`src/rtl/bin2seg_seq.sv`:
```
// Sequential binary-to-BCD (double dabble, one bit per clock) with registered
// active-low seven-segment outputs. Define BIN2SEG_LZB_EN for leading-zero blanking.
module bin2seg_seq #(
  parameter int IN_WIDTH = 8,
  parameter int DIGITS   = 3
) (
  input  logic                  clk,
  input  logic                  rst_n,
  input  logic                  start,
  input  logic [IN_WIDTH-1:0]   value,
  output logic                  busy,
  output logic                  done,
  output logic                  overflow,
  output logic [4*DIGITS-1:0]   bcd,
  output logic [7*DIGITS-1:0]   segs,
  output logic [1:0]            dbg_state_o
);

  // Handshake: start is sampled only while idle (busy=0); busy rises the cycle
  // after an accepted start and drops together with the single-cycle done pulse.
  typedef enum logic [1:0] {IDLE = 2'd0, SHIFT = 2'd1, LOAD = 2'd2} state_t;

  function automatic logic [63:0] pow10(input int n);
    logic [63:0] r;
    r = 64'd1;
    for (int i = 0; i < n; i++) r = r * 64'd10;
    return r;
  endfunction

  localparam logic [63:0] LIMIT        = pow10(DIGITS);
  localparam logic [64:0] SPAN         = 65'd1 << IN_WIDTH;
  localparam bit          OVF_POSSIBLE = (SPAN > {1'b0, LIMIT});
  localparam int          CW           = $clog2(IN_WIDTH + 1);
  localparam logic [CW-1:0] CNT_INIT   = CW'(IN_WIDTH);

  function automatic logic [6:0] seg7(input logic [3:0] n);
    case (n)
      4'd0:    return 7'b1000000;
      4'd1:    return 7'b1111001;
      4'd2:    return 7'b0100100;
      4'd3:    return 7'b0110000;
      4'd4:    return 7'b0011001;
      4'd5:    return 7'b0010010;
      4'd6:    return 7'b0000010;
      4'd7:    return 7'b1111000;
      4'd8:    return 7'b0000000;
      4'd9:    return 7'b0010000;
      default: return 7'b1111111;
    endcase
  endfunction

  state_t                state_q;
  logic [IN_WIDTH-1:0]   op_q;
  logic [4*DIGITS-1:0]   scratch_q;
  logic [CW-1:0]         cnt_q;
  logic                  ovf_pend_q;
  logic [4*DIGITS-1:0]   adj_d;
  logic [4*DIGITS-1:0]   shift_d;
  logic [7*DIGITS-1:0]   segs_d;
  logic                  ovf_now;

  // Values that do not fit in DIGITS digits are flagged at capture time.
  assign ovf_now = OVF_POSSIBLE &&
                   ({{(64-IN_WIDTH){1'b0}}, value} >= LIMIT);

  always_comb begin
    adj_d = scratch_q;
    for (int i = 0; i < DIGITS; i++) begin
      if (scratch_q[4*i +: 4] >= 4'd5) adj_d[4*i +: 4] = scratch_q[4*i +: 4] + 4'd3;
    end
    shift_d = {adj_d[4*DIGITS-2:0], op_q[IN_WIDTH-1]};
  end

`ifdef BIN2SEG_LZB_EN
  logic lead;
  always_comb begin
    segs_d = '0;
    lead   = 1'b1;
    for (int i = DIGITS - 1; i >= 0; i--) begin
      segs_d[7*i +: 7] = seg7(scratch_q[4*i +: 4]);
      // Digit 0 is never blanked so a zero value still shows "0".
      if (lead && (scratch_q[4*i +: 4] == 4'd0) && (i != 0))
        segs_d[7*i +: 7] = 7'b1111111;
      else
        lead = 1'b0;
    end
  end
`else
  always_comb begin
    segs_d = '0;
    for (int i = 0; i < DIGITS; i++) segs_d[7*i +: 7] = seg7(scratch_q[4*i +: 4]);
  end
`endif

  always_ff @(posedge clk or negedge rst_n) begin
    if (!rst_n) begin
      state_q    <= IDLE;
      op_q       <= '0;
      scratch_q  <= '0;
      cnt_q      <= '0;
      ovf_pend_q <= 1'b0;
      busy       <= 1'b0;
      done       <= 1'b0;
      overflow   <= 1'b0;
      bcd        <= '0;
      segs       <= '1;
    end else begin
      case (state_q)
        IDLE: begin
          done <= 1'b0;
          if (start) begin
            op_q       <= value;
            scratch_q  <= '0;
            cnt_q      <= CNT_INIT;
            ovf_pend_q <= ovf_now;
            busy       <= 1'b1;
            state_q    <= SHIFT;
          end
        end
        SHIFT: begin
          scratch_q <= shift_d;
          op_q      <= op_q << 1;
          cnt_q     <= cnt_q - CW'(1);
          if (cnt_q == CW'(1)) state_q <= LOAD;
        end
        LOAD: begin
          overflow <= ovf_pend_q;
          if (ovf_pend_q) begin
            bcd  <= '1;
            segs <= {DIGITS{7'b0111111}};
          end else begin
            bcd  <= scratch_q;
            segs <= segs_d;
          end
          done    <= 1'b1;
          busy    <= 1'b0;
          state_q <= IDLE;
        end
        default: state_q <= IDLE;
      endcase
    end
  end

  assign dbg_state_o = state_q;

endmodule

```
`config.mk`:
```
export PLATFORM = sky130hd
export DESIGN_NAME = bin2seg_seq
export DESIGN_NICKNAME = d
export VERILOG_FILES = /design/src/rtl/bin2seg_seq.sv
export SDC_FILE = /design/constraint.sdc
export NUM_CORES = 1
export LEC_CHECK = 0
export ABC_AREA = 1
export BUFFER_PORTS_ARGS = -buffer_cell sky130_fd_sc_hd__buf_2
export CORE_ASPECT_RATIO = 1.25
export CORE_MARGIN = 2
export CORE_UTILIZATION = 57
export CTS_CLUSTER_DIAMETER = 30
export DETAILED_ROUTE_END_ITERATION = 10
export PLACE_DENSITY = 0.82
export SKIP_CTS_REPAIR_TIMING = 1
export SYNTH_ARGS = -nofsm -noshare
export SYNTH_HDL_FRONTEND = slang
export SYNTH_SLANG_ARGS = --single-unit
export TNS_END_PERCENT = 20
```
`constraint.sdc`:
```
create_clock -name clk -period 3.16 [get_ports clk]
set_input_delay 0 -clock clk [delete_from_list [all_inputs] [get_ports clk]]
set_output_delay 0 -clock clk [all_outputs]
set_load 0.03 [all_outputs]
```
# After elaboration in Yosys (flattened, before gate mapping)
# Memories as Yosys holds them, arrays and structs flattened. A register that Yosys moved wholly into a read port is not among the register bits.
# Cells that the tools add are included.
dict set report op_classes {
  n_addsub 4
  n_lt_le_gt_ge 3
  n_eq_ne 5
  muxes 15
  n_reduce_logical 9
}
# op n
set ops {}
lappend ops {{one-hot mux 12 bit (2 select lines)} 1}
lappend ops {{one-hot mux 8 bit (2 select lines)} 1}
lappend ops {{greater-or-equal comparator 4 x 3 -> 1 bit, second input constant} 3}
lappend ops {{two-way mux 12 bit} 1}
lappend ops {{two-way mux 4 bit} 3}
lappend ops {{adder 4 x 2 -> 4 bit, second input constant} 2}
lappend ops {{two-way mux 8 bit} 1}
lappend ops {{one-hot mux 4 bit (2 select lines)} 1}
lappend ops {{AND reduction 2 bit} 3}
lappend ops {{== test 4 x 1 -> 1 bit, second input constant} 1}
lappend ops {{two-way mux 2 bit} 2}
lappend ops {{!= test 2 bit, second input constant} 2}
lappend ops {{one-hot mux 1 bit (2 select lines)} 2}
lappend ops {{one-hot mux 2 bit (2 select lines)} 1}
lappend ops {{nonzero test 2 bit} 2}
lappend ops {{subtractor 4 x 1 -> 4 bit, second input constant} 1}
lappend ops {{adder 3 x 2 -> 3 bit, second input constant} 1}
lappend ops {{zero test 1 bit} 3}
lappend ops {{two-way mux 3 bit} 1}
lappend ops {{== test 2 x 1 -> 1 bit, second input constant} 1}
lappend ops {{== test 2 bit, second input constant} 1}
lappend ops {{zero test 2 bit} 1}
lappend ops {{two-way mux 1 bit} 1}
dict set report word_totals {
  regBits 40
  rom_bits 336
  in_bits 11
  out_inout_bits 38
  elab_cells 46
  mem_count 3
}
# memory depth word_bits rd rd_ports_with_merged_regs wr line_no
set mem_list {}
lappend mem_list {{(no name shown)} 16 7 1 1 0 37} ;# case (n)
lappend mem_list {{(no name shown)} 16 7 1 1 0 37}
lappend mem_list {{(no name shown)} 16 7 1 1 0 37}

# Logic depth before layout (Yosys ltp)
dict set report logic_depth {
  depth_word 3
  ltp_mapped 10
  depth_no_buf 10
}

# Worst setup path before layout
# Ideal clock, no wire load.
dict set report synth_path {
  path_type {reg2reg}
  startpoint {register scratch_q[8]}
  endpoint {register scratch_q[11]}
  setup_ps 129
  arrival_time_ps 1195
  t_required_ps 3031
  setup_slack_ps 1836
  stages_incl_launch_ff 8
  path_cell_list {dfrtp_1 > inv_1 > ha_1 > ha_1 > inv_1 > nand2_1 > nand3_1 > o21ai_0}
}
dict set report synth_via {
  elab_chain_len 3
  elab_cells_between_ends 4
}
# item line_no
set synth_lines {}
lappend synth_lines {{start, declared} 54} ;# logic [4*DIGITS-1:0] scratch_q;
lappend synth_lines {{start signal, assigned} 121} ;# scratch_q <= shift_d;
lappend synth_lines {{greater-or-equal comparator 4 x 3 -> 1 bit or adder 3 x 2 -> 3 bit (tied branches)} 69} ;# if (scratch_q[4*i +: 4] >= 4'd5) adj_d[4*i +: 4] = scratch_q[4*i +: 4] + 4'd3;
lappend synth_lines {{two-way mux 3 bit *} 69}
lappend synth_lines {{one-hot mux 12 bit (2 select lines) *} 108} ;# case (state_q)
# Every way passes the cells marked *; elsewhere a longest branch is shown, timed or not.
# A chain may end at the register's enable or synchronous reset.

# Final worst setup path
dict set report layout_path {
  startpoint {register state_q[0], in the netlist dbg_state_o[0]}
  endpoint {register segs[19]}
}
dict set report layout_via {
  elab_chain_len 1
}
# item line_no
set layout_lines {}
lappend layout_lines {{start, declared} 52} ;# state_t state_q;
lappend layout_lines {{start signal, assigned} 97} ;# state_q <= IDLE;
lappend layout_lines {{start signal, assigned} 117} ;# state_q <= SHIFT;
lappend layout_lines {{start signal, assigned} 124} ;# if (cnt_q == CW'(1)) state_q <= LOAD;
lappend layout_lines {{== test 2 bit} 108}
lappend layout_lines {{end signal, assigned} 130} ;# segs <= {DIGITS{7'b0111111}};
lappend layout_lines {{end signal, assigned} 133} ;# segs <= segs_d;
lappend layout_lines {{end, declared} 15} ;# output logic [7*DIGITS-1:0] segs,
# No other way between the ends.

==> reports/qor.yml <==
cts:
  cts_inserted_buffers: 9
  cts.path.max_buffers: 2
  path_clk_slew_ns: 0.07
  skew_pair_late_insertion_delay_ns: 0.34
  tritoncts: "yes"
  clock_sinks: 61
  clock_tree.root_cell: "sky130_fd_sc_hd__clkbuf_8"
  h-tree-depth: 3
yosys:
  yosysWarnings: 0
  netlist-cell-type-count: 28
  avgSynthCellArea_um2: 8.27
  netlist_area_mm2: 0.00309
  postSynthRegisterBits: 61
  fraction_of_the_yosys_area_taken_by_sequential_cells_pct: 50.2
  synth_nets: 403
  synthesis.instances: 374
run:
  maxCapViolations: 0
final_layout:
  fin_nets: 453
  area_growth_pct: 15.7
  share_of_cells_above_drive_strength_1_pct: 21.9
  layout.cells.most_common_list: "sky130_fd_sc_hd__nand2_1, sky130_fd_sc_hd__nor2_1, sky130_fd_sc_hd__buf_2, sky130_fd_sc_hd__dfrtp_1, sky130_fd_sc_hd__o21ai_0"
  final_cell_area_mm2: 0.00358
  n_antenna_cell: 0
  most_common_cell_after_layout_fill_and_taps_aside: "sky130_fd_sc_hd__nand2_1"
  layout.filler_cells: 443
drt:
  dr.first_iter.drc_count: 198
  final_antenna_net_count: 0
  detail_route.wl_per_cell_um: 12.8
  remaining_drc_errors: 0
  via_per_inst: 5.29
  dr.pass1.iters: 4
  via_count: 2607
  detail_route.wirelength_um: 6290
timing:
  setup-violations-final: 0
  min_period_ns: 1.54
  holdWs_ns: -0.0476
  slew_viol_final: 0
  tightestPinTransition_ns: 0.605
  rsz0062_at_grt: "false"
  max_clock_freq_ghz: 0.648
  layout_worst_path_cycle_share_pct: 48.8
  max-slew-margin-rel_pct: 59.5
  finalHoldViolCount: 6
  timing.setup.tns_ns: 0
  fin_worst_skew_ns: 0.00871
status:
  status: "complete, but fails checks"
  violations: "negative hold slack"
critical_path:
  critical_path_class: "register to register"
  worstPathCellList: "inv_1, nand2_2, nor2_2, nand3_1, nand3_1"
  crit_required_ns: 3.44
  cp-start-kind: "register"
  worst_path_max_delay_cell: "sky130_fd_sc_hd__dfrtp_1"
  worstPathMaxFanout: 36
  path_delay_family: "simple AND/OR/NAND/NOR gates"
  critical_path.max_stage_delay_ns: 0.45
  crit_arrival_ns: 1.83
  setup.worst_path.end_class: "register"
  worstPathBufferInverterCount: 1
  path_common_cell: "sky130_fd_sc_hd__nand3_1"
hold_path:
  holdCritPathClass: "input pin to register"
placed_design:
  place_area_mm2: 0.00332
  placement.io_buffers: 47
  dpl.hpwl_um: 4310
  routabilityCongestion: 0.996
die:
  die_footprint_mm2: 0.00604
  core_area_mm2: 0.00533
  dieWidth_um: 69.9
  fp-row-count: 30
  ios: 49
  floorplan.die.height_um: 86.4
  initial_util_pct: 58.0
global_route:
  grt-ovfl-total: 0
  grt_first_pass_wirelength_um: 11000
  global_route.usage.total_pct: 22.9
  grt_max_degree: 43
  grt_antenna_before_repair: 0
  grt_pass1_vias: 2500
power_and_ir_drop:
  power_density_mw_per_mm2: 1250
  totalPowerFinal_mw: 4.46
  maximum_resistive_drop_on_vdd_uv: 508
  p_leak_nw: 1.85
worst min-delay path: cells and delay by family:
family                 cells  cell delay (ns)
buffers and inverters      1             0.08
AO/OA/AOI/OAI              2             0.17
cell type report:
class	instances	area (µm²)	area share, %
tap	64	80.1	2.24
inverter	32	120	3.36
clock inverter	4	70.1	1.96
timing repair buffer	51	273	7.63
clock buffer	12	155	4.34
multi-input combinational	269	1330	37.1
sequential	61	1550	43.4
final timing paths:
check | cells after the start | endpoint | slack (ns) | startpoint
min in group asynchronous | 2 | bcd[7]$_DFFE_PN0P_ | 0.12 | rst_n
max in group asynchronous | 3 | segs[15]$_DFFE_PN1P_ | 2.15 | rst_n
worst min-delay path | 3 | op_q[3]$_DFFE_PN0P_ | -0.05 | value[3]
worst max register to register | 5 | segs[19]$_DFFE_PN1P_ | 1.62 | dbg_state_o[0]$_DFFE_PN0P_
worst min register to register | 2 | busy$_DFFE_PN0P_ | 0.47 | busy$_DFFE_PN0P_
worst max-delay path | 5 | segs[19]$_DFFE_PN1P_ | 1.62 | dbg_state_o[0]$_DFFE_PN0P_
report_power, final:
group / internal [mW] / total, mW / switching (mW) / leakage (nW)
Combinational: 0.655 / 2.12 / 1.46 / 1.03
Sequential: 1.27 / 1.56 / 0.288 / 0.703
Clock: 0.485 / 0.781 / 0.296 / 0.116
Total: 2.41 / 4.46 / 2.05 / 1.85
routing by layer:
| metal | wire, µm | global-route usage (%) | vias up |
|---|---|---|---|
| met2 | 3030 | 38.0 | 56 |
| met5 | 0 | 0 | - |
| met4 | 151 | 10.7 | 0 |
| met3 | 255 | 5.70 | 19 |
| li1 | - | - | 1306 |
| met1 | 2850 | 28.4 | 1226 |
logic make-up (layout without fill, tap and decap cells):
logic type | after synthesis | count (layout) | share of synthesized area [%]
compound gates | 57 | 57 | 9.67
fa+ha+maj | 18 | 18 | 7.28
buf+inv | 44 | 99 | 6.92
simple gates | 193 | 193 | 25.8
other cells | 1 | 1 | 0.121
flops | 61 | 61 | 50.2
sequential cells by signal, summed over array words and instances, names as in the netlist:
name and count:
done 1, dbg_state_o 2, cnt_q 4, bcd 12, busy 1, scratch_q 12
segs 21, op_q 8
Yosys cell counts:
cell,number,area share [%]
sky130_fd_sc_hd__o211ai_1,3,0.73
sky130_fd_sc_hd__inv_1,29,3.5
sky130_fd_sc_hd__and2_1,1,0.20
sky130_fd_sc_hd__o21ai_1,7,1.1
sky130_fd_sc_hd__dfstp_2,21,18
sky130_fd_sc_hd__nand3_1,31,5.0
sky130_fd_sc_hd__ha_1,18,7.3
sky130_fd_sc_hd__nor3_1,2,0.32
sky130_fd_sc_hd__o22ai_1,1,0.20
sky130_fd_sc_hd__nand2_4,1,0.36
sky130_fd_sc_hd__a21boi_0,1,0.24
sky130_fd_sc_hd__dfrtp_1,40,32
sky130_fd_sc_hd__nand2_2,2,0.40
sky130_fd_sc_hd__conb_1,1,0.12
sky130_fd_sc_hd__inv_2,3,0.36
sky130_fd_sc_hd__buf_2,2,0.32
sky130_fd_sc_hd__nor2_4,1,0.36
sky130_fd_sc_hd__nand2_1,102,12
sky130_fd_sc_hd__buf_4,6,1.5
sky130_fd_sc_hd__a21oi_1,10,1.6
sky130_fd_sc_hd__o21ai_0,33,5.3
sky130_fd_sc_hd__buf_6,3,1.1
sky130_fd_sc_hd__a31oi_1,2,0.40
sky130_fd_sc_hd__nor2_2,2,0.40
sky130_fd_sc_hd__nand4_1,1,0.20
sky130_fd_sc_hd__nor2_1,49,5.9
sky130_fd_sc_hd__or2_2,1,0.20
sky130_fd_sc_hd__clkbuf_2,1,0.16
stage by stage:
| step | utilization (%) | hold slack, ns | std cells | worst slack (ns) |
|---|---|---|---|---|
| 2_1_floorplan | - | -0.296 | 374 | 1.84 |
| 3_3_place_gp | 62.3 | -0.0400 | 474 | 1.70 |
| 3_5_place_dp | 62.3 | -0.0348 | 474 | 1.65 |
| 4_1_cts | 66.5 | -0.409 | 490 | 1.63 |
| 5_1_grt | 67.1 | 0.00781 | 493 | 1.38 |
| 6_report | 67.1 | -0.0476 | 493 | 1.62 |
Note: power is estimated with default switching activity, not from simulation.
